### config.mk
export PLATFORM = sky130hd
export DESIGN_NAME = mem_arbiter_flat
export DESIGN_NICKNAME = d
export VERILOG_FILES = /design/src/rtl/mem_arbiter_if.sv /design/src/rtl/mem_arbiter.sv /design/src/flat_wrapper.sv
export SDC_FILE = /design/constraint.sdc
export NUM_CORES = 1
export LEC_CHECK = 0
export CORE_MARGIN = 5
export CORE_UTILIZATION = 35
export DETAILED_ROUTE_END_ITERATION = 6
export DONT_BUFFER_PORTS = 1
export PLACE_DENSITY = 0.56
export SYNTH_ARGS = -nofsm -noshare
export SYNTH_HDL_FRONTEND = slang
export SYNTH_SLANG_ARGS = --single-unit
### constraint.sdc
create_clock -name clk -period 4.2 [get_ports clk]
set_input_delay 1.05 -clock clk [delete_from_list [all_inputs] [get_ports clk]]
set_output_delay 1.05 -clock clk [all_outputs]
set_load 0.005 [all_outputs]
### src/rtl/mem_arbiter_if.sv
// Memory-port bundle between the arbiter (master) and the DDR controller mem (slave).
// Handshake: memreq rises with memaddr/memwr/memwdata and all four hold until memack is sampled high; memack is a one-cycle pulse with memrdata valid in that cycle.
interface mem_arbiter_if #(
    parameter int AW = 20,
    parameter int DW = 32
);
    logic          memreq;
    logic [AW-1:0] memaddr;
    logic          memwr;
    logic [DW-1:0] memwdata;
    logic          memack;
    logic [DW-1:0] memrdata;

    modport master (output memreq, memaddr, memwr, memwdata, input memack, memrdata);
    modport slave  (input memreq, memaddr, memwr, memwdata, output memack, memrdata);
endinterface

### src/rtl/mem_arbiter.sv
// N-channel req/ack arbiter onto the single DDR port: round-robin or fixed priority with
// starvation promotion, plus per-channel grant locking for back-to-back accesses.
module mem_arbiter #(
    parameter int NCH     = 4,
    parameter int AW      = 20,
    parameter int DW      = 32,
    parameter int PRIO    = 0,
    parameter int MAXWAIT = 15
) (
    input  logic              clk,
    input  logic              rst,
    input  logic [NCH-1:0]    chreq,
    input  logic [NCH*AW-1:0] chaddr,
    input  logic [NCH-1:0]    chwr,
    input  logic [NCH*DW-1:0] chwdata,
    input  logic [NCH-1:0]    chlock,
    output logic [NCH-1:0]    chack,
    output logic [DW-1:0]     chrdata,
    mem_arbiter_if.master     mem,
    output logic [NCH-1:0]    grant,
    output logic [1:0]        state_dbg
);
    localparam int IW = $clog2(NCH);
    localparam logic [7:0] MAXW = 8'(MAXWAIT);

    typedef enum logic [1:0] {IDLE = 2'd0, ISSUE = 2'd1, DONE = 2'd2} state_t;

    state_t        state, state_nx;
    logic [IW-1:0] ptr, owner, win, ptr_nx;
    logic [IW:0]   rr_sum;
    logic [7:0]    wait_cnt [NCH];
    logic          lock_q, lock_hit, any_req, sel_found;
    logic          do_select, do_ack, do_done, idle_clear;

    assign any_req   = |chreq;
    assign lock_hit  = lock_q && chreq[owner];
    assign ptr_nx    = (win == IW'(NCH - 1)) ? '0 : win + 1'b1;
    assign state_dbg = state;

    // Winner selection; only consumed in IDLE when some channel is requesting.
    always_comb begin
        win       = owner;
        sel_found = lock_hit;
        rr_sum    = '0;
        if (!lock_hit) begin
            if (PRIO != 0) begin
                for (int i = 0; i < NCH; i++) begin
                    if (!sel_found && chreq[i] && wait_cnt[i] >= MAXW) begin
                        win       = IW'(i);
                        sel_found = 1'b1;
                    end
                end
                for (int i = 0; i < NCH; i++) begin
                    if (!sel_found && chreq[i]) begin
                        win       = IW'(i);
                        sel_found = 1'b1;
                    end
                end
            end else begin
                for (int k = 0; k < NCH; k++) begin
                    rr_sum = {1'b0, ptr} + (IW+1)'(k);
                    if (rr_sum >= (IW+1)'(NCH)) rr_sum = rr_sum - (IW+1)'(NCH);
                    if (!sel_found && chreq[rr_sum[IW-1:0]]) begin
                        win       = rr_sum[IW-1:0];
                        sel_found = 1'b1;
                    end
                end
            end
        end
    end

    always_ff @(posedge clk) begin
        if (rst) state <= IDLE;
        else     state <= state_nx;
    end

    always_comb begin
        state_nx = state;
        case (state)
            IDLE:    if (any_req) state_nx = ISSUE;
            ISSUE:   if (mem.memack) state_nx = DONE;
            DONE:    state_nx = IDLE;
            default: state_nx = IDLE;
        endcase
    end

    always_comb begin
        do_select  = 1'b0;
        do_ack     = 1'b0;
        do_done    = 1'b0;
        idle_clear = 1'b0;
        case (state)
            IDLE: begin
                do_select  = any_req;
                idle_clear = !any_req;
            end
            ISSUE:   do_ack  = mem.memack;
            DONE:    do_done = 1'b1;
            default: ;
        endcase
    end

    always_ff @(posedge clk) begin
        if (rst) begin
            chack        <= '0;
            chrdata      <= '0;
            mem.memreq   <= 1'b0;
            mem.memaddr  <= '0;
            mem.memwr    <= 1'b0;
            mem.memwdata <= '0;
            grant        <= '0;
            owner        <= '0;
            ptr          <= '0;
            lock_q       <= 1'b0;
            for (int i = 0; i < NCH; i++) wait_cnt[i] <= '0;
        end else begin
            if (do_select) begin
                mem.memreq   <= 1'b1;
                mem.memaddr  <= chaddr[win*AW +: AW];
                mem.memwr    <= chwr[win];
                mem.memwdata <= chwdata[win*DW +: DW];
                grant        <= NCH'(1) << win;
                owner        <= win;
                lock_q       <= 1'b0;
                // A locked re-grant leaves the rotation where the lock found it.
                if (!lock_hit) ptr <= ptr_nx;
            end else if (idle_clear) begin
                grant  <= '0;
                lock_q <= 1'b0;
            end
            if (do_ack) begin
                mem.memreq <= 1'b0;
                chack      <= grant;
                chrdata    <= mem.memrdata;
                lock_q     <= chlock[owner];
            end
            if (do_done) begin
                chack <= '0;
                if (!lock_q) grant <= '0;
            end
            if (state == IDLE) begin
                for (int i = 0; i < NCH; i++) begin
                    if (!chreq[i] || win == IW'(i)) wait_cnt[i] <= '0;
                    else if (wait_cnt[i] != 8'hFF) wait_cnt[i] <= wait_cnt[i] + 8'd1;
                end
            end
        end
    end
endmodule

### src/flat_wrapper.sv
// flat-port wrapper written by rule: the top's interface ports become plain ports
module mem_arbiter_flat 
#(
    parameter int NCH     = 4,
    parameter int AW      = 20,
    parameter int DW      = 32,
    parameter int PRIO    = 0,
    parameter int MAXWAIT = 15
)
  (clk, rst, chreq, chaddr, chwr, chwdata, chlock, chack, chrdata, grant, state_dbg, mem_memreq, mem_memaddr, mem_memwr, mem_memwdata, mem_memack, mem_memrdata);
  mem_arbiter_if #(.AW(AW), .DW(DW)) mem_i ();
  input  logic clk;
  input  logic rst;
  input  logic [NCH-1:0] chreq;
  input  logic [NCH*AW-1:0] chaddr;
  input  logic [NCH-1:0] chwr;
  input  logic [NCH*DW-1:0] chwdata;
  input  logic [NCH-1:0] chlock;
  output logic [NCH-1:0] chack;
  output logic [DW-1:0] chrdata;
  output logic [NCH-1:0] grant;
  output logic [1:0] state_dbg;
  output wire logic [$bits(mem_i.memreq)-1:0] mem_memreq;
  output wire logic [$bits(mem_i.memaddr)-1:0] mem_memaddr;
  output wire logic [$bits(mem_i.memwr)-1:0] mem_memwr;
  output wire logic [$bits(mem_i.memwdata)-1:0] mem_memwdata;
  input wire logic [$bits(mem_i.memack)-1:0] mem_memack;
  input wire logic [$bits(mem_i.memrdata)-1:0] mem_memrdata;
  assign mem_memreq = mem_i.memreq;
  assign mem_memaddr = mem_i.memaddr;
  assign mem_memwr = mem_i.memwr;
  assign mem_memwdata = mem_i.memwdata;
  assign mem_i.memack = mem_memack;
  assign mem_i.memrdata = mem_memrdata;
  mem_arbiter #(.NCH(NCH), .AW(AW), .DW(DW), .PRIO(PRIO), .MAXWAIT(MAXWAIT)) u_core (.clk(clk), .rst(rst), .chreq(chreq), .chaddr(chaddr), .chwr(chwr), .chwdata(chwdata), .chlock(chlock), .chack(chack), .chrdata(chrdata), .mem(mem_i), .grant(grant), .state_dbg(state_dbg));
endmodule
Word level (Yosys, flattened, before mapping)
Index checks and enable logic that the tools add are counted.
Word-level totals
  bits of input ports: 255
  word-level logic and storage cells: 104
  output and inout bits: 96
  register bits: 101
Cells by class
  add/subtract/negate cells: 8
  muxes and demuxes: 48
  shift-type cells: 3
  order comparisons: 10
  $mul: 1
  reductions and logical operators: 17
  equal/unequal tests: 5
  bitwise logic cells: 1
Operators by type and width (number)
  indexed part select 128 x 8 -> 32 bit: 1
  indexed part select 80 x 8 -> 20 bit: 1
  two-way mux 2 bit: 16
  two-way mux 1 bit: 20
  < comparator 2 x 3 -> 1 bit (second input constant): 6
  two-way mux 4 bit: 4
  binary-select mux 1 bit (select 2 bit): 7
  greater-or-equal comparator 3 bit (second input constant): 3
  subtractor 2 x 1 -> 2 bit (second input constant): 4
  adder 2 x 2 -> 3 bit (second input constant): 2
  logical AND 1 bit: 5
  logical NOT 1 bit: 5
  multiplier 2 x 3 -> 5 bit (second input constant): 1
  equality test 2 bit (second input constant): 2
  case mux 2 bit (2 select lines): 1
  AND reduction 2 bit: 2
  OR reduction 2 bit: 2
  OR reduction 4 bit: 1
  << shifter 1 x 2 -> 4 bit (first input constant): 1
  adder 2 x 1 -> 3 bit (second input constant): 1
  greater-or-equal comparator 2 x 3 -> 1 bit (second input constant): 1
  nonzero test 3 bit: 1
  adder 2 x 1 -> 2 bit (second input constant): 1
  equality test 2 x 1 -> 1 bit (second input constant): 1
  other kinds (4): 4

Logic depth before layout (Yosys ltp)
  depth in word-level cells: 25
  mapped depth: 12
  mapped depth without buffers: 8

Worst setup path before layout
No wires, ideal clock.
  path type: in2reg
  from: input port chreq[0]
  to: register u_core.mem.memwdata[10]
  setup slack: 0.716 ns
  cell stages on the path: 8
  path buffers: 2
  data required time: 4.078 ns
  data arrival time: 3.362 ns
  setup time: 0.122 ns
  path through: buf_2 > nor2b_1 > mux4_2 > a2111oi_2 > o2bb2ai_2 > clkbuf_1 > mux2_2 > a221o_1
On the way
  word-level cells in the longest chain between the ends: 20
  elaborated cells between the ends (all ways): 33
  those cells by class: 1 x shift; 22 x mux; 10 x reduce/logical
Ends and longest elaborated chain
  start, declared: RTL line flat_wrapper.sv:14  | input logic [NCH-1:0] chreq;
  binary-select mux 1 bit (select 2 bit): RTL line mem_arbiter.sv:36  | assign lock_hit = lock_q && chreq[owner];
  two-way mux 1 bit (implied by the code): RTL line mem_arbiter.sv:36
  logical AND 1 bit: RTL line mem_arbiter.sv:36
  logical NOT 1 bit
  logical AND 1 bit: RTL line mem_arbiter.sv:63  | if (!sel_found && chreq[rr_sum[IW-1:0]]) begin
  two-way mux 1 bit: RTL line mem_arbiter.sv:63
  two-way mux 1 bit: RTL line mem_arbiter.sv:45  | if (!lock_hit) begin
  logical NOT 1 bit: RTL line mem_arbiter.sv:63
  [4 not listed]
  logical AND 1 bit: RTL line mem_arbiter.sv:63
  two-way mux 1 bit: RTL line mem_arbiter.sv:63
  two-way mux 1 bit: RTL line mem_arbiter.sv:45
  logical NOT 1 bit: RTL line mem_arbiter.sv:63
  logical AND 1 bit: RTL line mem_arbiter.sv:63
  two-way mux 2 bit: RTL line mem_arbiter.sv:63
  two-way mux 2 bit: RTL line mem_arbiter.sv:45
  indexed part select 128 x 8 -> 32 bit: RTL line mem_arbiter.sv:121  | mem.memwdata <= chwdata[win*DW +: DW];
  end signal, assigned: RTL line mem_arbiter.sv:121
  end, declared: RTL line mem_arbiter_if.sv:14  | modport master (output memreq, memaddr, memwr, memwdata, input memack, memrdata);
Parallel ways exist; a longest one is shown, timed or not. The select of a mux whose other input is x is not followed.
A chain may end at the register's enable or synchronous reset.

Worst setup path after layout
  from: register u_core.ptr[0]
  to: register u_core.mem.memaddr[8]
On the way
  word-level cells in the longest chain between the ends: 22
  elaborated cells between the ends (all ways): 47
  those cells by class: 7 x add/sub; 1 x mul; 4 x order compare; 1 x shift; 27 x mux; 7 x reduce/logical
Ends and longest elaborated chain
  start, declared: RTL line mem_arbiter.sv:29  | logic [IW-1:0] ptr, owner, win, ptr_nx;
  start signal, assigned: RTL line mem_arbiter.sv:126  | if (!lock_hit) ptr <= ptr_nx;
  greater-or-equal comparator 2 x 3 -> 1 bit or subtractor 2 x 1 -> 2 bit (tied branches): RTL line mem_arbiter.sv:62  | if (rr_sum >= (IW+1)'(NCH)) rr_sum = rr_sum - (IW+1)'(NCH);
  two-way mux 2 bit: RTL line mem_arbiter.sv:62
  two-way mux 2 bit: RTL line mem_arbiter.sv:45
  binary-select mux 1 bit (select 2 bit): RTL line mem_arbiter.sv:63
  two-way mux 1 bit (implied by the code): RTL line mem_arbiter.sv:63
  logical AND 1 bit: RTL line mem_arbiter.sv:63
  two-way mux 1 bit: RTL line mem_arbiter.sv:63
  two-way mux 1 bit: RTL line mem_arbiter.sv:45
  [6 not listed]
  two-way mux 1 bit: RTL line mem_arbiter.sv:63
  two-way mux 1 bit: RTL line mem_arbiter.sv:45
  logical NOT 1 bit: RTL line mem_arbiter.sv:63
  logical AND 1 bit: RTL line mem_arbiter.sv:63
  two-way mux 2 bit (*): RTL line mem_arbiter.sv:63
  two-way mux 2 bit (*): RTL line mem_arbiter.sv:45
  multiplier 2 x 3 -> 5 bit (*): RTL line mem_arbiter.sv:119  | mem.memaddr <= chaddr[win*AW +: AW];
  indexed part select 80 x 8 -> 20 bit (*): RTL line mem_arbiter.sv:119
  end signal, assigned: RTL line mem_arbiter.sv:119
  end, declared: RTL line mem_arbiter_if.sv:14
Every way passes the cells marked *; elsewhere a longest branch is shown, timed or not. The select of a mux whose other input is x is not followed.

==> metrics.txt <==
WS Path Type flop to flop; die height 137.3 µm; Post-Route WL 17580 µm; cell family with most CP delay compound AO/OA/AOI/OAI gates; GRT busiest layer met2; site row count 46; die area 18840 µm²; crit-path max FO 41; Area Growth Syn to Fin 7.658%; Cell Area, Synth 5669 µm²; Static Leak 2.199 nW; DRT iter0 DRCs 258; final hold viol count 0; Worst path slowest cell dfxtp_1; synthesized area per cell 8.858 µm²; Final Setup Violations 0; crit path capture u_core.mem.memaddr[8]; gr usage total 0.1720; Arr. time, crit path 3700 ps; clock skew 7.684 ps; Synth Instances 640; Initial Util 0.3569; GP Congestion 0.8022; synth warn 0; commonest non-fill, non-tap cell in the layout nand2_1; maximum vdd drop 0.3896 mV; root buffer cell clkbuf_16; CP Launch Type flop; Max Cap Viol 0; initial antenna violation count 1; Worst EP required 4430 ps; CTS tree done; Detailed Routing Iterations Pass 1 6; most frequent cells in the layout nand2_1 (183), dfxtp_1 (101), mux2i_1 (55); stages on the worst setup path 8; Fmax 0.2887 GHz; Primary FF master, synth dfxtp_1; CTS max path bufs 2; Worst-path clk slew 70 ps; CP Capture Type flop; vias in the first global route 4610; # clock sinks 101; H-tree depth 3; antenna-violating nets left 0; met1 Resource Use GR 0.1938; post-CTS setup repair buffer count 0; CP cell instances mux4_2 -> inv_1 -> o21ai_0 -> a2111oi_2 -> o2bb2ai_4 -> buf_12 -> mux2_2 -> a221o_1; hold slack 472.3 ps; R2R Path Start u_core.ptr[0]; WL/cell 21.28 µm; hold_buf cts 0; first-pass GRT wire length 25420 µm; RSZ-0062 raised after global routing no; Final HPWL DP 13720 µm; Buffers on Ports 0; share of post-route cells with drive strength above 1 0.1609; status finished, final reports clean; CP max stage delay 740 ps; Finished Cell Area 6103 µm²; r2r worst-path depth 8; largest net degree at the start of global routing 107; GR Overflow Total 0; clk_lat worst skew 350 ps; Chip Width 137.3 µm; max_slew headroom 0.1357; CP Buf/Inv Count 2; R2R Setup Slk 740 ps; Nets 860; setup TNS 0 ps; Period Utilization, post-route 0.8246; sequential area share after synthesis 0.3567; Core ar. 15890 µm²; final max-slew violation count 0; met2 Usage GRT 0.2924; met3 GRT Util 0.05588; Syn Nets 896; post-DR vias/cell 5.565; worst reg2reg endpoint u_core.mem.memaddr[8]; Slew @ Worst Pin 1292 ps; CTS Buf Count 9; Ports 351; crit path launch u_core.ptr[0]; Unique masters post-synth 44; Post-synth EDFFs 0; DRC viols 0; #FFs+latches synth 101; via count 4597; worst hold path class flop to flop; Resized cells post-CTS 0; minimum clock period 3463 ps; asr flop ratio synth 0; Power per Cell Area 766.9 nW/µm²; dpl cell area 5802 µm²
==> power breakdown <==
part           switching (mW)  internal [mW]
clock network           0.410          0.422
registers               0.369           1.27
logic                    1.01           1.20
total                    1.79           2.89
==> state kept, by name (all words and copies together) (netlist names) <==
| register | cells |
|---|---|
| u_core.chack | 4 |
| u_core.chrdata | 32 |
| u_core.grant | 4 |
| u_core.lock_q | 1 |
| u_core.mem.memaddr | 20 |
| u_core.mem.memreq | 1 |
| u_core.mem.memwdata | 32 |
| u_core.mem.memwr | 1 |
| u_core.owner | 2 |
| u_core.ptr | 2 |
| u_core.state_dbg | 2 |
==> how the worst min path moves through the flow <==
stage,from,to,cells after the start
2_1_floorplan,u_core.chrdata[0],u_core.chrdata[0],2
3_3_place_gp,u_core.chrdata[2],u_core.chrdata[2],2
3_5_place_dp,u_core.chrdata[27],u_core.chrdata[27],2
4_1_cts,u_core.chrdata[27],u_core.chrdata[27],2
5_1_grt,u_core.chrdata[27],u_core.chrdata[27],2
6_report,u_core.chrdata[27],u_core.chrdata[27],2
==> per-stage QoR <==
step	instances	utilization	power, mW	worst slack [ps]
finish	826	0.3842	4.681	736.6
floorplan	640	-	3.471	715.7
global placement	809	0.3652	3.824	565.3
global route	826	0.3842	4.960	511.0
CTS	825	0.3841	4.744	719.7
detailed placement	809	0.3652	3.897	493.2
==> area by class of cell <==
cell class	instances	area [µm²]
Tap cell	216	270.3
Antenna cell	1	2.502
Fill cell	1627	9782
Inverter	5	18.77
Sequential cell	101	2022
Multi-Input combinational cell	476	3371
Timing Repair Buffer	11	120.1
Clock inverter	7	73.82
Clock buffer	9	225.2
==> metal layers <==
layer / share of wire / wire [µm]
met4: 0.035 / 624
met5: 0 / 0
met1: 0.37 / 6553
met2: 0.50 / 8722
met3: 0.095 / 1678
==> Yosys cell counts (all sizes together), types with 2 or more instances <==
master,n,area [µm²]
mux4,4,90.09
nand3b,2,15.01
o31a,2,17.52
nand2,183,686.9
buf,17,132.6
nand3,2,10.01
a211oi,2,25.02
or2,4,25.02
a31oi,2,12.51
a22oi,6,45.04
o21ai,11,55.05
o211ai,2,15.01
nor2b,7,43.79
nor3b,3,22.52
nor4,3,18.77
and3b,3,26.28
clkbuf,41,153.9
mux2,55,720.7
nor3,2,10.01
a221o,53,530.5
inv,5,18.77
dfxtp,101,2022
mux2i,55,550.5
a2bb2oi,2,23.77
nor2,20,75.07
a21oi,40,200.2
==> logic make-up (layout without fill, tap and decap cells) <==
group           count (synthesis)  after routing  synth area share
fa+ha+maj                       1              1          0.002207
compound gates                126            126            0.1744
buf+inv                        63             32           0.05385
other cells                     0              1                 0
mux                           114            114            0.2401
xor+xnor                        1              1          0.001545
simple gates                  234            234            0.1713
flops                         101            101            0.3567
==> worst min-delay path: cells and delay by family (launching register included) <==
family           cells  cell delay (ps)
AND/OR/NAND/NOR      1               60
flip-flops           1              330
AO/OA/AOI/OAI        1               50
No activity file was read; power rests on OpenSTA's default activity.
